--- src/rtl/f_sweep_pkg.sv ---
// Shared types and constants for the f_realization truth-table sweeper.
package f_sweep_pkg;

  localparam int unsigned SWEEP_N  = 8;
  localparam int unsigned SWEEP_IW = 3;
  localparam int unsigned CNT_W    = 4;
  localparam int unsigned DIAG_CW  = 4;

  localparam logic [SWEEP_N-1:0] EXPECTED_DEF = 8'hED;

  typedef enum logic [1:0] {
    ST_IDLE,
    ST_SETTLE,
    ST_CAPTURE,
    ST_DONE
  } sweep_state_t;

  // Number of set bits in a truth-table difference word (at most SWEEP_N).
  function automatic logic [DIAG_CW-1:0] popcnt8(input logic [SWEEP_N-1:0] v);
    logic [DIAG_CW-1:0] c;
    c = '0;
    for (int i = 0; i < int'(SWEEP_N); i++) begin
      c = c + DIAG_CW'(v[i]);
    end
    return c;
  endfunction

  // Index of the lowest set bit; 0 when the word is all zero.
  function automatic logic [SWEEP_IW-1:0] lowest_set(input logic [SWEEP_N-1:0] v);
    logic [SWEEP_IW-1:0] r;
    r = '0;
    for (int i = int'(SWEEP_N) - 1; i >= 0; i--) begin
      if (v[i]) r = SWEEP_IW'(i);
    end
    return r;
  endfunction

endpackage

--- src/rtl/f_truth_sweeper_settle_cnt.sv ---
// Settle-time counter: cleared by the FSM on entry to a vector, counts while
// enabled, flags the last settle cycle combinationally.
module sweep_settle_cnt
  import f_sweep_pkg::*;
(
  input  logic             clk,
  input  logic             rst_n,
  input  logic             clr,
  input  logic             en,
  input  logic [CNT_W-1:0] limit,
  output logic             tc_c
);

  logic [CNT_W-1:0] cnt;

  // Count register; clear has priority over enable.
  always_ff @(posedge clk or negedge rst_n) begin
    if (!rst_n) begin
      cnt <= '0;
    end else if (clr) begin
      cnt <= '0;
    end else if (en) begin
      cnt <= cnt + CNT_W'(1);
    end
  end

  assign tc_c = (cnt == limit - CNT_W'(1));

endmodule

--- src/rtl/f_truth_sweeper.sv ---
// Truth-table sweeper: walks {w1,w2,w3} through all eight vectors, samples f
// after SETTLE cycles per vector and compares the word with EXPECTED.
// Optional diagnostics (err_cnt, fail_idx) are built when SWEEP_DIAG_EN is defined.
module f_truth_sweeper
  import f_sweep_pkg::*;
#(
  parameter logic [SWEEP_N-1:0] EXPECTED = EXPECTED_DEF,
  parameter int unsigned        SETTLE   = 1
) (
  input  logic               clk,
  input  logic               rst_n,
  input  logic               start,
  input  logic               f,
  output logic               w1,
  output logic               w2,
  output logic               w3,
  output logic               busy,
  output logic               done,
  output logic [SWEEP_N-1:0] truth,
`ifdef SWEEP_DIAG_EN
  output logic [DIAG_CW-1:0] err_cnt,
  output logic [SWEEP_IW-1:0] fail_idx,
`endif
  output logic               pass
);

  sweep_state_t        state_q, state_d;
  logic [SWEEP_IW-1:0] idx_q, idx_d;
  logic [SWEEP_IW-1:0] w_q, w_d;
  logic [SWEEP_N-1:0]  truth_q, truth_d;
  logic                pass_q, pass_d;
  logic                busy_q, busy_d;
  logic                done_q, done_d;
  logic                cnt_clr, cnt_en, cnt_tc;
`ifdef SWEEP_DIAG_EN
  logic [DIAG_CW-1:0]  err_q, err_d;
  logic [SWEEP_IW-1:0] fidx_q, fidx_d;
`endif

  sweep_settle_cnt u_cnt (
    .clk   (clk),
    .rst_n (rst_n),
    .clr   (cnt_clr),
    .en    (cnt_en),
    .limit (CNT_W'(SETTLE)),
    .tc_c  (cnt_tc)
  );

  // State and registered outputs.
  always_ff @(posedge clk or negedge rst_n) begin
    if (!rst_n) begin
      state_q <= ST_IDLE;
      idx_q   <= '0;
      w_q     <= '0;
      truth_q <= '0;
      pass_q  <= 1'b0;
      busy_q  <= 1'b0;
      done_q  <= 1'b0;
`ifdef SWEEP_DIAG_EN
      err_q   <= '0;
      fidx_q  <= '0;
`endif
    end else begin
      state_q <= state_d;
      idx_q   <= idx_d;
      w_q     <= w_d;
      truth_q <= truth_d;
      pass_q  <= pass_d;
      busy_q  <= busy_d;
      done_q  <= done_d;
`ifdef SWEEP_DIAG_EN
      err_q   <= err_d;
      fidx_q  <= fidx_d;
`endif
    end
  end

  // Next-state and next-output logic.
  always_comb begin
    state_d = state_q;
    idx_d   = idx_q;
    w_d     = w_q;
    truth_d = truth_q;
    pass_d  = pass_q;
    busy_d  = busy_q;
    done_d  = 1'b0;
    cnt_clr = 1'b0;
    cnt_en  = 1'b0;
`ifdef SWEEP_DIAG_EN
    err_d   = err_q;
    fidx_d  = fidx_q;
`endif
    unique case (state_q)
      ST_IDLE: begin
        busy_d = 1'b0;
        w_d    = '0;
        if (start) begin
          state_d = ST_SETTLE;
          idx_d   = '0;
          truth_d = '0;
          pass_d  = 1'b0;
          busy_d  = 1'b1;
          cnt_clr = 1'b1;
`ifdef SWEEP_DIAG_EN
          err_d   = '0;
          fidx_d  = '0;
`endif
        end
      end
      ST_SETTLE: begin
        w_d = idx_q;
        if (cnt_tc) begin
          state_d = ST_CAPTURE;
        end else begin
          cnt_en = 1'b1;
        end
      end
      ST_CAPTURE: begin
        truth_d[idx_q] = f;
        if (idx_q == SWEEP_IW'(SWEEP_N - 1)) begin
          state_d = ST_DONE;
          pass_d  = (truth_d == EXPECTED);
          done_d  = 1'b1;
          w_d     = '0;
`ifdef SWEEP_DIAG_EN
          err_d   = popcnt8(truth_d ^ EXPECTED);
          fidx_d  = lowest_set(truth_d ^ EXPECTED);
`endif
        end else begin
          state_d = ST_SETTLE;
          idx_d   = idx_q + SWEEP_IW'(1);
          w_d     = idx_q + SWEEP_IW'(1);
          cnt_clr = 1'b1;
        end
      end
      ST_DONE: begin
        state_d = ST_IDLE;
        busy_d  = 1'b0;
        w_d     = '0;
      end
      default: state_d = ST_IDLE;
    endcase
  end

  assign w1    = w_q[2];
  assign w2    = w_q[1];
  assign w3    = w_q[0];
  assign busy  = busy_q;
  assign done  = done_q;
  assign truth = truth_q;
  assign pass  = pass_q;
`ifdef SWEEP_DIAG_EN
  assign err_cnt  = err_q;
  assign fail_idx = fidx_q;
`endif

endmodule

--- config.mk ---
export PLATFORM = sky130hd
export DESIGN_NAME = f_truth_sweeper
export DESIGN_NICKNAME = d
export VERILOG_FILES = /design/src/rtl/f_sweep_pkg.sv /design/src/rtl/f_truth_sweeper_settle_cnt.sv /design/src/rtl/f_truth_sweeper.sv
export SDC_FILE = /design/constraint.sdc
export NUM_CORES = 1
export LEC_CHECK = 0
export CORE_ASPECT_RATIO = 0.6
export CORE_MARGIN = 5
export CORE_UTILIZATION = 45
export CTS_CLUSTER_SIZE = 24
export DETAILED_ROUTE_END_ITERATION = 16
export GPL_TIMING_DRIVEN = 0
export PLACE_DENSITY = 0.68
export RECOVER_POWER = 25
export SYNTH_ARGS = -nofsm -noshare
export SYNTH_HDL_FRONTEND = slang
export SYNTH_SLANG_ARGS = --single-unit
--- constraint.sdc ---
create_clock -name clk -period 2.8 [get_ports clk]
set_input_delay 0.42 -clock clk [delete_from_list [all_inputs] [get_ports clk]]
set_output_delay 0.42 -clock clk [all_outputs]
set_load 0.03 [all_outputs]
After elaboration in Yosys (flattened, before gate mapping)
Cells that the tools add are included.
Storage, ports and cells
  register bits: 23
  bits in latches: 0
  RAM bits: 0
  bits in read-only memories: 0
  input bits: 4
  output and inout bits: 14
  memories: 0
Operators by class
  add/sub/neg operators: 2
  $mul: 0
  divide/modulo/power cells: 0
  magnitude comparators: 2
  equality and inequality tests: 9
  shifts and indexed selects: 0
  multiplexer cells: 27
  bitwise logic cells: 0
  reduce and logical (&&, ||, !) cells: 11
Operator list (number)
  case mux 8 bit (2 select lines): 1
  two-way mux 1 bit: 9
  two-way mux 3 bit: 3
  case mux 3 bit (3 select lines): 1
  bitwise mux 8 bit: 1
  equality test 8 bit, second input constant: 1
  two-way mux 4 bit: 2
  two-way mux 8 bit: 1
  != test 2 bit, second input constant: 4
  case mux 2 bit (4 select lines): 1
  two-way mux 2 bit: 3
  case mux 1 bit (2 select lines): 3
  case mux 3 bit (2 select lines): 1
  AND reduction 3 bit: 2
  nonzero test 2 bit: 3
  adder 4 x 1 -> 4 bit, second input constant: 1
  equality test 2 bit, second input constant: 2
  zero test 4 bit: 1
  less-than comparator 3 x 4 -> 1 bit, second input constant: 1
  AND reduction 2 bit: 2
  adder 3 x 1 -> 3 bit, second input constant: 1
  demux 1 bit (select 3 bit): 1
  equality test 3 bit, second input constant: 1
  >= comparator 3 x 1 -> 1 bit, second input constant: 1
  4 further kinds: 4

Depth between registers and ports, before layout
  word-level depth: 8
  mapped depth: 7
  mapped depth without buffers: 7

Modules after synthesis
A second synthesis with hierarchy kept.
Unflattened totals
  cells, all modules: 146
  area, all modules: 1391.3 µm²
Modules (own cells, without submodules)
  f_truth_sweeper: times used 1, cells an instance 120, area each 1122.3 µm²
  sweep_settle_cnt: times used 1, cells an instance 26, area each 269.0 µm²

Least setup slack after synthesis
No wires, ideal clock.
  path kind: flip-flop to flip-flop
  start point: register idx_q[0]
  end point: register pass_q, in the netlist pass
  library setup time: 0.104 ns
  arrival time: 1.650 ns
  required time: 2.696 ns
  slack: 1.047 ns
  stages on the path, launching flop included: 7
  buffers on the path: 1
  period minus slack after synthesis: 1.753 ns
  cells stage by stage: dfrtp_1 -> ha_1 -> ha_1 -> clkbuf_1 -> nor2b_1 -> or3_1 -> o41ai_2
On the way
  word-level cells in the longest chain between the ends: 8
RTL lines
  start: declaration: RTL line f_truth_sweeper.sv:28  | logic [SWEEP_IW-1:0] idx_q, idx_d;
  start signal: assignment: RTL line f_truth_sweeper.sv:65  | idx_q <= idx_d;
  less-than comparator 3 x 4 -> 1 bit (implied by the code) / >= comparator 3 x 1 -> 1 bit (equally long branches): RTL line f_truth_sweeper.sv:119  | truth_d[idx_q] = f;
  logical AND 1 bit (implied by the code): RTL line f_truth_sweeper.sv:119
  two-way mux 1 bit (implied by the code): RTL line f_truth_sweeper.sv:119
  demux 1 bit (select 3 bit): RTL line f_truth_sweeper.sv:119
  bitwise mux 8 bit: RTL line f_truth_sweeper.sv:119
  equality test 8 bit: RTL line f_truth_sweeper.sv:122  | pass_d = (truth_d == EXPECTED);
  two-way mux 1 bit: RTL line f_truth_sweeper.sv:120  | if (idx_q == SWEEP_IW'(SWEEP_N - 1)) begin
  case mux 1 bit (2 select lines): RTL line f_truth_sweeper.sv:93  | unique case (state_q)
  end signal: assignment: RTL line f_truth_sweeper.sv:68  | pass_q <= pass_d;
  end: declaration: RTL line f_truth_sweeper.sv:31  | logic pass_q, pass_d;
Several ways; a longest one is shown, not always the timed one. The select of a mux whose other input is x is not followed.
A chain may end at the register's enable or synchronous reset.

Worst setup path in the final report
  start point: register state_q[1]
  end point: register truth_q[5], in the netlist truth[5]
On the way
  word-level cells in the longest chain between the ends: 3
RTL lines
  start: declaration: RTL line f_truth_sweeper.sv:27  | sweep_state_t state_q, state_d;
  start signal: assignment: RTL line f_truth_sweeper.sv:64  | state_q <= state_d;
  equality test 2 bit / zero test 2 bit (equally long branches): RTL line f_truth_sweeper.sv:93
  nonzero test 2 bit (no line) / != test 2 bit (equally long branches)
  AND reduction 2 bit (no line)
  end signal: assignment: RTL line f_truth_sweeper.sv:67  | truth_q <= truth_d;
  end: declaration: RTL line f_truth_sweeper.sv:30  | logic [SWEEP_N-1:0] truth_q, truth_d;
Several ways; a longest one is shown, not always the timed one.

==> run_summary.xml <==
<?xml version="1.0" encoding="UTF-8"?>
<metrics>
  <group name="finish">
    <metric name="diodes" unit="">0</metric>
    <metric name="layout.area.seq" unit="sq um">576</metric>
    <metric name="multi_input_gate_area" unit="sq um">708</metric>
    <metric name="fraction_of_layout_cells_with_a_size_suffix_above_1" unit="%">4.71</metric>
    <metric name="area_growth" unit="%">19.8</metric>
    <metric name="finalNetCount" unit="">184</metric>
    <metric name="filler_cell_count" unit="">256</metric>
    <metric name="layout.cells.non_filler" unit="">212</metric>
  </group>
  <group name="detailed_routing">
    <metric name="drcViolationCount" unit="">0</metric>
    <metric name="vias" unit="">1115</metric>
    <metric name="post_drt_wl_per_cell" unit="microns">14.0</metric>
    <metric name="vias_per_cell" unit="">5.26</metric>
    <metric name="drt_iter0_markers" unit="">93</metric>
    <metric name="routed_wirelength" unit="microns">2960</metric>
    <metric name="antenna_left" unit="">0</metric>
    <metric name="drtPass1Iterations" unit="">4</metric>
  </group>
  <group name="placed_design">
    <metric name="dpl.cell_count" unit="">208</metric>
    <metric name="detailed_place_hpwl" unit="microns">2210</metric>
    <metric name="portBuffers" unit="">17</metric>
    <metric name="post-place-ws" unit="ps">635</metric>
    <metric name="finalWeightedCongestion" unit="">0.818</metric>
  </group>
  <group name="sta">
    <metric name="rsz0062_at_grt" unit="">no</metric>
    <metric name="finClkSkew" unit="ps">2.95</metric>
    <metric name="highest_achievable_clock_rate" unit="MHz">464</metric>
    <metric name="number_of_failing_setup_endpoints_in_the_final_timing_report" unit="">0</metric>
    <metric name="slew_headroom" unit="%">31.9</metric>
    <metric name="setup_tns" unit="ps">0</metric>
    <metric name="maxSlewViolCount" unit="">0</metric>
    <metric name="finalHoldViolations" unit="">0</metric>
    <metric name="max_slew.worst_pin.slew" unit="ps">1020</metric>
    <metric name="setup_ws" unit="ps">643</metric>
    <metric name="final_min_period_over_clock_period" unit="%">77.0</metric>
    <metric name="period_needed" unit="ps">2160</metric>
  </group>
  <group name="worst_setup_path">
    <metric name="cp.arrival" unit="ps">2320</metric>
    <metric name="r2r_setup_slack" unit="ps">640</metric>
    <metric name="crit_path_end_kind" unit="">register</metric>
    <metric name="startpoint_type" unit="">register</metric>
    <metric name="required_time_reported_for_the_critical_path_endpoint" unit="ps">2960</metric>
    <metric name="worstSetupPathType" unit="">register to register</metric>
    <metric name="worstPathMaxFanout" unit="">10</metric>
  </group>
  <group name="floorplan">
    <metric name="area_of_the_core" unit="sq mm">0.00287</metric>
    <metric name="fp.dieArea" unit="sq mm">0.00424</metric>
    <metric name="rows" unit="">15</metric>
    <metric name="design.portCount" unit="">18</metric>
    <metric name="chipHeight" unit="microns">52.5</metric>
    <metric name="initial_core_util" unit="%">47.2</metric>
    <metric name="die_width" unit="microns">80.8</metric>
  </group>
  <group name="min_path">
    <metric name="hp-class" unit="">register to register</metric>
  </group>
  <group name="synth">
    <metric name="synth_enable_flop_cells" unit="">0</metric>
    <metric name="post_synth_inst_count" unit="">149</metric>
    <metric name="yosys.cell_count.top_type" unit="">dfrtp_1</metric>
    <metric name="syn-mean-instance-area" unit="sq um">9.09</metric>
    <metric name="netlist.top_cell.by_area" unit="">dfrtp_1</metric>
    <metric name="post_synth_design_cell_area" unit="sq mm">0.00136</metric>
    <metric name="synth_flop_cell" unit="">dfrtp_1</metric>
    <metric name="synth_top_cell_area_share" unit="%">42.5</metric>
    <metric name="synth_top_cells_by_area" unit="">dfrtp_1 42%, ha_1 8.3%, nand2_1 5.3%, o21ai_0 5.2%, a21oi_1 3.3%</metric>
    <metric name="async_flop_share" unit="%">100</metric>
    <metric name="post_synth_num_cell_types" unit="">36</metric>
    <metric name="synthTopCellsByCount" unit="">23 x dfrtp_1, 19 x nand2_1, 14 x o21ai_0</metric>
    <metric name="synth.yosys.seq_area_share" unit="%">42.5</metric>
    <metric name="yosys_register_bits" unit="">23</metric>
    <metric name="synth.net_count" unit="">162</metric>
    <metric name="yosysWarningCount" unit="">0</metric>
  </group>
  <group name="clock_tree">
    <metric name="cts_post_setup_buffers_inserted" unit="">0</metric>
    <metric name="cts_hold_repair.buffers" unit="">0</metric>
    <metric name="cts_made_buffers" unit="">3</metric>
    <metric name="max_root_sink_buffers" unit="">2</metric>
    <metric name="clkTransAtPathRegs" unit="ps">80</metric>
    <metric name="cts_resized" unit="">0</metric>
    <metric name="ctsRootBufferMaster" unit="">clkbuf_8</metric>
    <metric name="cts_max_level" unit="">1</metric>
    <metric name="tritoncts" unit="">done</metric>
    <metric name="insertion_delay" unit="ps">260</metric>
    <metric name="cts_num_sinks" unit="">23</metric>
  </group>
  <group name="global_routing">
    <metric name="antenna_violations_before_repair" unit="">0</metric>
    <metric name="grt_usage" unit="%">15.9</metric>
    <metric name="grt_pass1_wl" unit="microns">5060</metric>
    <metric name="overflow" unit="">0</metric>
    <metric name="grt_start_max_net_pins" unit="">24</metric>
    <metric name="number_of_global_route_vias_before_repair" unit="">1062</metric>
  </group>
  <group name="power">
    <metric name="vdd_ir_drop_max" unit="mV">0.407</metric>
    <metric name="finalPower" unit="mW">1.25</metric>
    <metric name="power_density" unit="mW/mm^2">769</metric>
    <metric name="leakage" unit="nW">0.718</metric>
  </group>
  <group name="status">
    <metric name="result_of_the_run" unit="">completed</metric>
  </group>
  <group name="flow_run">
    <metric name="max-cap-violations" unit="">0</metric>
  </group>
</metrics>
[sequential cells by signal, summed over array words and instances (netlist names)]
| name | cells |
|---|---|
| truth | 8 |
| state_q | 2 |
| busy | 1 |
| w_q | 3 |
| done | 1 |
| pass | 1 |
| u_cnt.cnt | 4 |
| idx_q | 3 |
[stage by stage]
stage | area [sq um] | hold WS [ps] | util (%)
finish | 1620 | 511 | 56.5
CTS | 1620 | 518 | 56.5
global placement | 1580 | 460 | 54.9
detailed placement | 1580 | 500 | 54.9
floorplan | 1360 | 124 | -
global route | 1620 | 563 | 56.5
[final timing paths]
| path | start | to | depth (start not counted) |
|---|---|---|---|
| worst max register to register | state_q[1]$_DFFE_PN0P_ | truth[5]$_DFFE_PN0P_ | 6 |
| max in group asynchronous | rst_n | truth[3]$_DFFE_PN0P_ | 1 |
| worst min register to register | busy$_DFFE_PN0P_ | busy$_DFFE_PN0P_ | 2 |
| min in group asynchronous | rst_n | state_q[0]$_DFFE_PN0P_ | 1 |
| worst max-delay path | state_q[1]$_DFFE_PN0P_ | truth[5]$_DFFE_PN0P_ | 6 |
| worst min-delay path | busy$_DFFE_PN0P_ | busy$_DFFE_PN0P_ | 2 |
[cells in the final DEF (no fill, tap or decap), types with 2 or more instances in the layout]
cell type / instances
nor2b_1: 6
nor2_1: 5
dfrtp_1: 23
inv_1: 11
a21oi_1: 9
xor2_1: 2
nor3b_1: 2
a22o_1: 3
a31oi_1: 3
mux2i_1: 3
clkbuf_1: 7
nand2_1: 19
nand2b_1: 6
nand3_1: 2
clkbuf_8: 3
ha_1: 9
o21ai_0: 14
clkdlybuf4s50_1: 16
a21o_1: 2
nor3_1: 2
o22ai_1: 3
or3_1: 3
[worst max-delay path, cell delays in order, from the launching register on]
cell	delay, ps
dfrtp_1	440
inv_1	130
ha_1	230
mux2i_1	570
clkbuf_1	410
o21ai_0	150
o21ai_0	130
[logic make-up (layout without fill, tap and decap cells)]
kind of cell    after synthesis  after routing  synth area share, %
xor+xnor                      3              3                 1.94
mux                           4              4                 3.05
simple gates                 50             50                 19.1
buf+inv                      18             39                 5.26
compound gates               42             42                 19.9
flops                        23             23                 42.5
fa+ha+maj                     9              9                 8.31
[area by class of cell]
class / instances / share of cell area, %
multi-input cells: 108 / 43.6
flip-flops and latches: 23 / 35.5
repair buffers: 17 / 10.5
well taps: 42 / 3.24
clock buffers: 4 / 2.78
inverters: 11 / 2.54
plain buffers: 7 / 1.85
[metal layers]
layer	wire [microns]	vias up	track usage, %
li1	-	560	-
met1	1570	526	24.2
met2	1230	27	21.0
met3	149	2	5.50
met4	8	0	3.93
met5	0	-	0
[report_power, final]
part	internal (mW)	leakage, nW	switching (mW)
logic	0.222	0.382	0.369
clock network	0.102	0.0228	0.103
registers	0.389	0.313	0.0622
total	0.712	0.718	0.535
(Power assumes the default switching activity.)
==> variant 1: new RTL, same flow settings <==
Set the package constant `SWEEP_N` to 9 (it was 8).
--- a/src/rtl/f_sweep_pkg.sv
+++ b/src/rtl/f_sweep_pkg.sv
@@ -1,7 +1,7 @@
 // Shared types and constants for the f_realization truth-table sweeper.
 package f_sweep_pkg;
 
-  localparam int unsigned SWEEP_N  = 8;
+  localparam int unsigned SWEEP_N  = 9;
   localparam int unsigned SWEEP_IW = 3;
   localparam int unsigned CNT_W    = 4;
   localparam int unsigned DIAG_CW  = 4;
Ports: changed (resized truth); port bits go from 18 to 19. No check against the original RTL was run, so the function may have changed too.
==> variant 1 against the unedited design <==
- first-iteration DRC count fell by 34%
- area after synthesis grew 0.55%
- non-clock buffer count unchanged
- core utilization fell by 0.45 points
- sequential cell count did not move
- total power is 9.4% higher
- cell area shrank 0.15%
- count of clock-buffer cells in the layout unchanged
- wire length up 3.4%
- worst setup slack improved by 260 ps
- highest routed layer unchanged
==> variant 1: results (changes against the unedited design) <==
Route
  – M1 WL: 1.56 mm (-0.76%)
  – Met3 WL: 217 um (+46%)
  – Final WL: 3.06 mm (+3.4%)
  – Met2 routed WL: 1.27 mm (+3.1%)
  – Via Count: 1119 (+0.36%)

Finish
  – Fin nets: 180 (-2.2%)
  – Layout cells sized above 1: 6.59% (+1.9 points)
  – Layout filler cell count: 285 (+11%)

Power
  – Sw Share: 44.6% (+1.7 points)
  – Worst VDD drop: 0.543 mV (+33%)
  – Power in combinational cells: 0.000693 W (+17%)
  – Power in the clock group: 0.000216 W (+5%)

Critical path
  – Worst setup path end: idx_q[1]$_DFFE_PN0P_
  – Cell family with most CP delay: simple AND/OR/NAND/NOR gates
  – Slowest CP cell: dfrtp_1
  – Worst R2R Path Depth: 7 (+1)
  – Flop-to-flop setup slack: 910 ps (+260 ps)
  – Crit. Startpoint: idx_q[0]$_DFFE_PN0P_
  – Worst EP arrival: 2090 ps (-230 ps)

Synthesis
  – Post-Synth XOR/XNOR Area: 1.93% (-0.011 points)
  – Commonest cells in the netlist: dfrtp_1 (23), nand2_1 (20), inv_1 (11)
  – Sequential-to-total area share from yosys stat: 42.2% (-0.23 points)
  – Mux cell area share after synthesis: 3.12% (+0.075 points)
  – Netlist cell types: 42 (+17%)
  – Synthesized Nets: 159 (-1.9%)
  – Area contributors post-synth: dfrtp_1 (42%), ha_1 (7.3%), nand2_1 (5.5%), inv_1 (3.0%), nand2b_1 (2.8%)
  – Mean post-synth cell area: 9.27 sq um (+1.9%)

Placed design
  – Placer Congestion: 0.827 (+1.1%)
  – DP HPWL: 2.27 mm (+2.5%)
  – Buffers added on ports: 16 (-1)

Global route
  – GRT met2 Usage: 23.4% (+2.5 points)
  – Global-route wire length before repair: 5.03 mm (-0.67%)
  – Number of global-route vias before repair: 1048 (-1.3%)

Outcome
  – Status: complete, no violations

Timing
  – Slew margin rel.: 29.9% (-2.0 points)
  – Clock Skew: 2.05 ps (-0.903 ps)
==> variant 1: cell count changes after synthesis, moves of 3 or more <==
cell / unedited run / this run
a21oi_1: 9 / 5
buf_2: 0 / 3
clkbuf_1: 6 / 1
nand3_1: 2 / 5
nor2b_1: 6 / 1
o21ai_0: 14 / 6
or3_1: 3 / 0
==> variant 1: area by class of cell <==
cell class | instances | area, sq um | share of cell area [%]
flip-flops and latches | 23 | 576 | 35.5
well taps | 42 | 52.6 | 3.24
inverters | 11 | 41.3 | 2.55
plain buffers | 8 | 52.6 | 3.24
clock buffers | 4 | 45.0 | 2.78
repair buffers | 16 | 160 | 9.88
multi-input cells | 105 | 693 | 42.8
==> variant 1: metrics by stage <==
step	util, %	cell area [sq um]	total power, W	hold slack [ps]	setup WS, ps
floorplan	-	1360	0.000943	124	1210
global placement	54.5	1580	0.00114	464	849
detailed placement	54.5	1580	0.00115	471	792
CTS	56.1	1620	0.00137	488	913
global route	56.1	1620	0.00147	519	750
finish	56.1	1620	0.00136	488	906
==> variant 2: new RTL, config.mk and constraints unchanged <==
Made on the original files. Re-encode `sweep_state_t` (4 states) as one-hot, 4 bits wide.
--- a/src/rtl/f_sweep_pkg.sv
+++ b/src/rtl/f_sweep_pkg.sv
@@ -8,11 +8,11 @@
 
   localparam logic [SWEEP_N-1:0] EXPECTED_DEF = 8'hED;
 
-  typedef enum logic [1:0] {
-    ST_IDLE,
-    ST_SETTLE,
-    ST_CAPTURE,
-    ST_DONE
+  typedef enum logic [3:0] {
+    ST_IDLE    = 4'b0001,
+    ST_SETTLE  = 4'b0010,
+    ST_CAPTURE = 4'b0100,
+    ST_DONE    = 4'b1000
   } sweep_state_t;
 
   // Number of set bits in a truth-table difference word (at most SWEEP_N).
Formal check against the unedited RTL: no difference found for any inputs over 10 cycles, from zero or initial values and one cycle with rst_n low; not proved beyond that.
==> variant 2 against the unedited design <==
- total power down 8.5%
- maximum frequency up 4.5%
- critical endpoint is now u_cnt.cnt[2]$_DFFE_PN0P_
- cell area up 0.62%
- worst setup slack better by 92 ps
- sequential cell count up 2
- area after synthesis up 2.9%
- wire length up 12%
==> variant 2: results (changes against the unedited design) <==
Route
  – Via Count: 1206 (+8.2%)
  – Wirelength per Cell: 15.3 um (+9.7%)
  – M1 WL: 1.66 mm (+5.5%)
  – Met3 WL: 268 um (+80%)
  – Initial DRC Count: 105 (+13%)
  – Met2 routed WL: 1.37 mm (+12%)

Finish
  – Nonclk inv count: 9 (-2)
  – Layout cells sized above 1: 8.62% (+3.9 points)
  – Buffer share of cell area: 11.3% (-1.1 points)
  – Multi-input logic area: 691 sq um (-2.5%)
  – Final clock-cell share: 2.76% (-0.017 points)
  – Layout filler cell count: 265 (+3.5%)

Global route
  – Number of global-route vias before repair: 1104 (+4.0%)
  – Global-route wire length before repair: 5.40 mm (+6.5%)
  – GRT met1 Usage: 24.1% (-0.17 points)
  – GRT met2 Usage: 23.6% (+2.6 points)
  – GRT Util Overall: 16.6% (+0.69 points)

Synthesis
  – Netlist cell types: 42 (+17%)
  – Post-Synth XOR/XNOR Area: 2.51% (+0.57 points)
  – Mux cell area share after synthesis: 3.05% (+0.0050 points)
  – Mean post-synth cell area: 9.05 sq um (-0.48%)
  – Post-Synth Adder-Cell Area: 3.59% (-4.7 points)
  – Compound-gate portion of the synthesized area: 20.0% (+0.17 points)
  – #FFs+latches synth: 25 (+8.7%)

Placed design
  – Buffers added on ports: 16 (-1)
  – Placed Area: 1610 sq um (+1.8%)
  – DP HPWL: 2.43 mm (+10%)
  – Dpl cells: 212 (+1.9%)

Power
  – Seq group: 0.000470 W (+4%)
  – Power, Total: 0.00114 W (-8.5%)
  – Power in combinational cells: 0.000454 W (-23%)

Critical path
  – Cell family with most CP delay: simple AND/OR/NAND/NOR gates
  – Flop-to-flop setup slack: 740 ps (+90 ps)
  – Max stage delay on crit path: 530 ps (-40 ps)
  – Slowest CP cell: or4b_1
  – Reg-to-reg endpoint: u_cnt.cnt[2]$_DFFE_PN0P_

Timing
  – Clock Skew: 6.07 ps (+3.12 ps)
  – Worst Tran Pin Value: 1160 ps (+146 ps)

Outcome
  – Status: complete, no violations
[variant 2: changes by cell type in the layout (fill, tap and decap cells not counted), moves of 5 or more]
| cell | delta |
|---|---|
| nor2_1 | +16 |
| nand2_1 | -6 |
| ha_1 | -5 |
| nor2b_1 | -5 |
| o21ai_0 | +5 |
[variant 2: worst reg2reg max path: stages, from the launching register on]
cell and delay (ps):
dfrtp_1 460, or4b_1 530, clkbuf_1 210, a21oi_1 430, nand2_2 110, xor2_1 150, nor2_1 60
[variant 2: worst min path at each step]
stage                           from               end  slack [ps]  cells after the start
finish              pass$_DFFE_PN0P_  pass$_DFFE_PN0P_         490                      2
CTS                 pass$_DFFE_PN0P_  pass$_DFFE_PN0P_         500                      2
detailed placement  pass$_DFFE_PN0P_  pass$_DFFE_PN0P_         470                      2
floorplan                      rst_n  busy$_DFFE_PN0P_         120                      0
global placement    pass$_DFFE_PN0P_  pass$_DFFE_PN0P_         460                      2
global route        pass$_DFFE_PN0P_  pass$_DFFE_PN0P_         510                      2
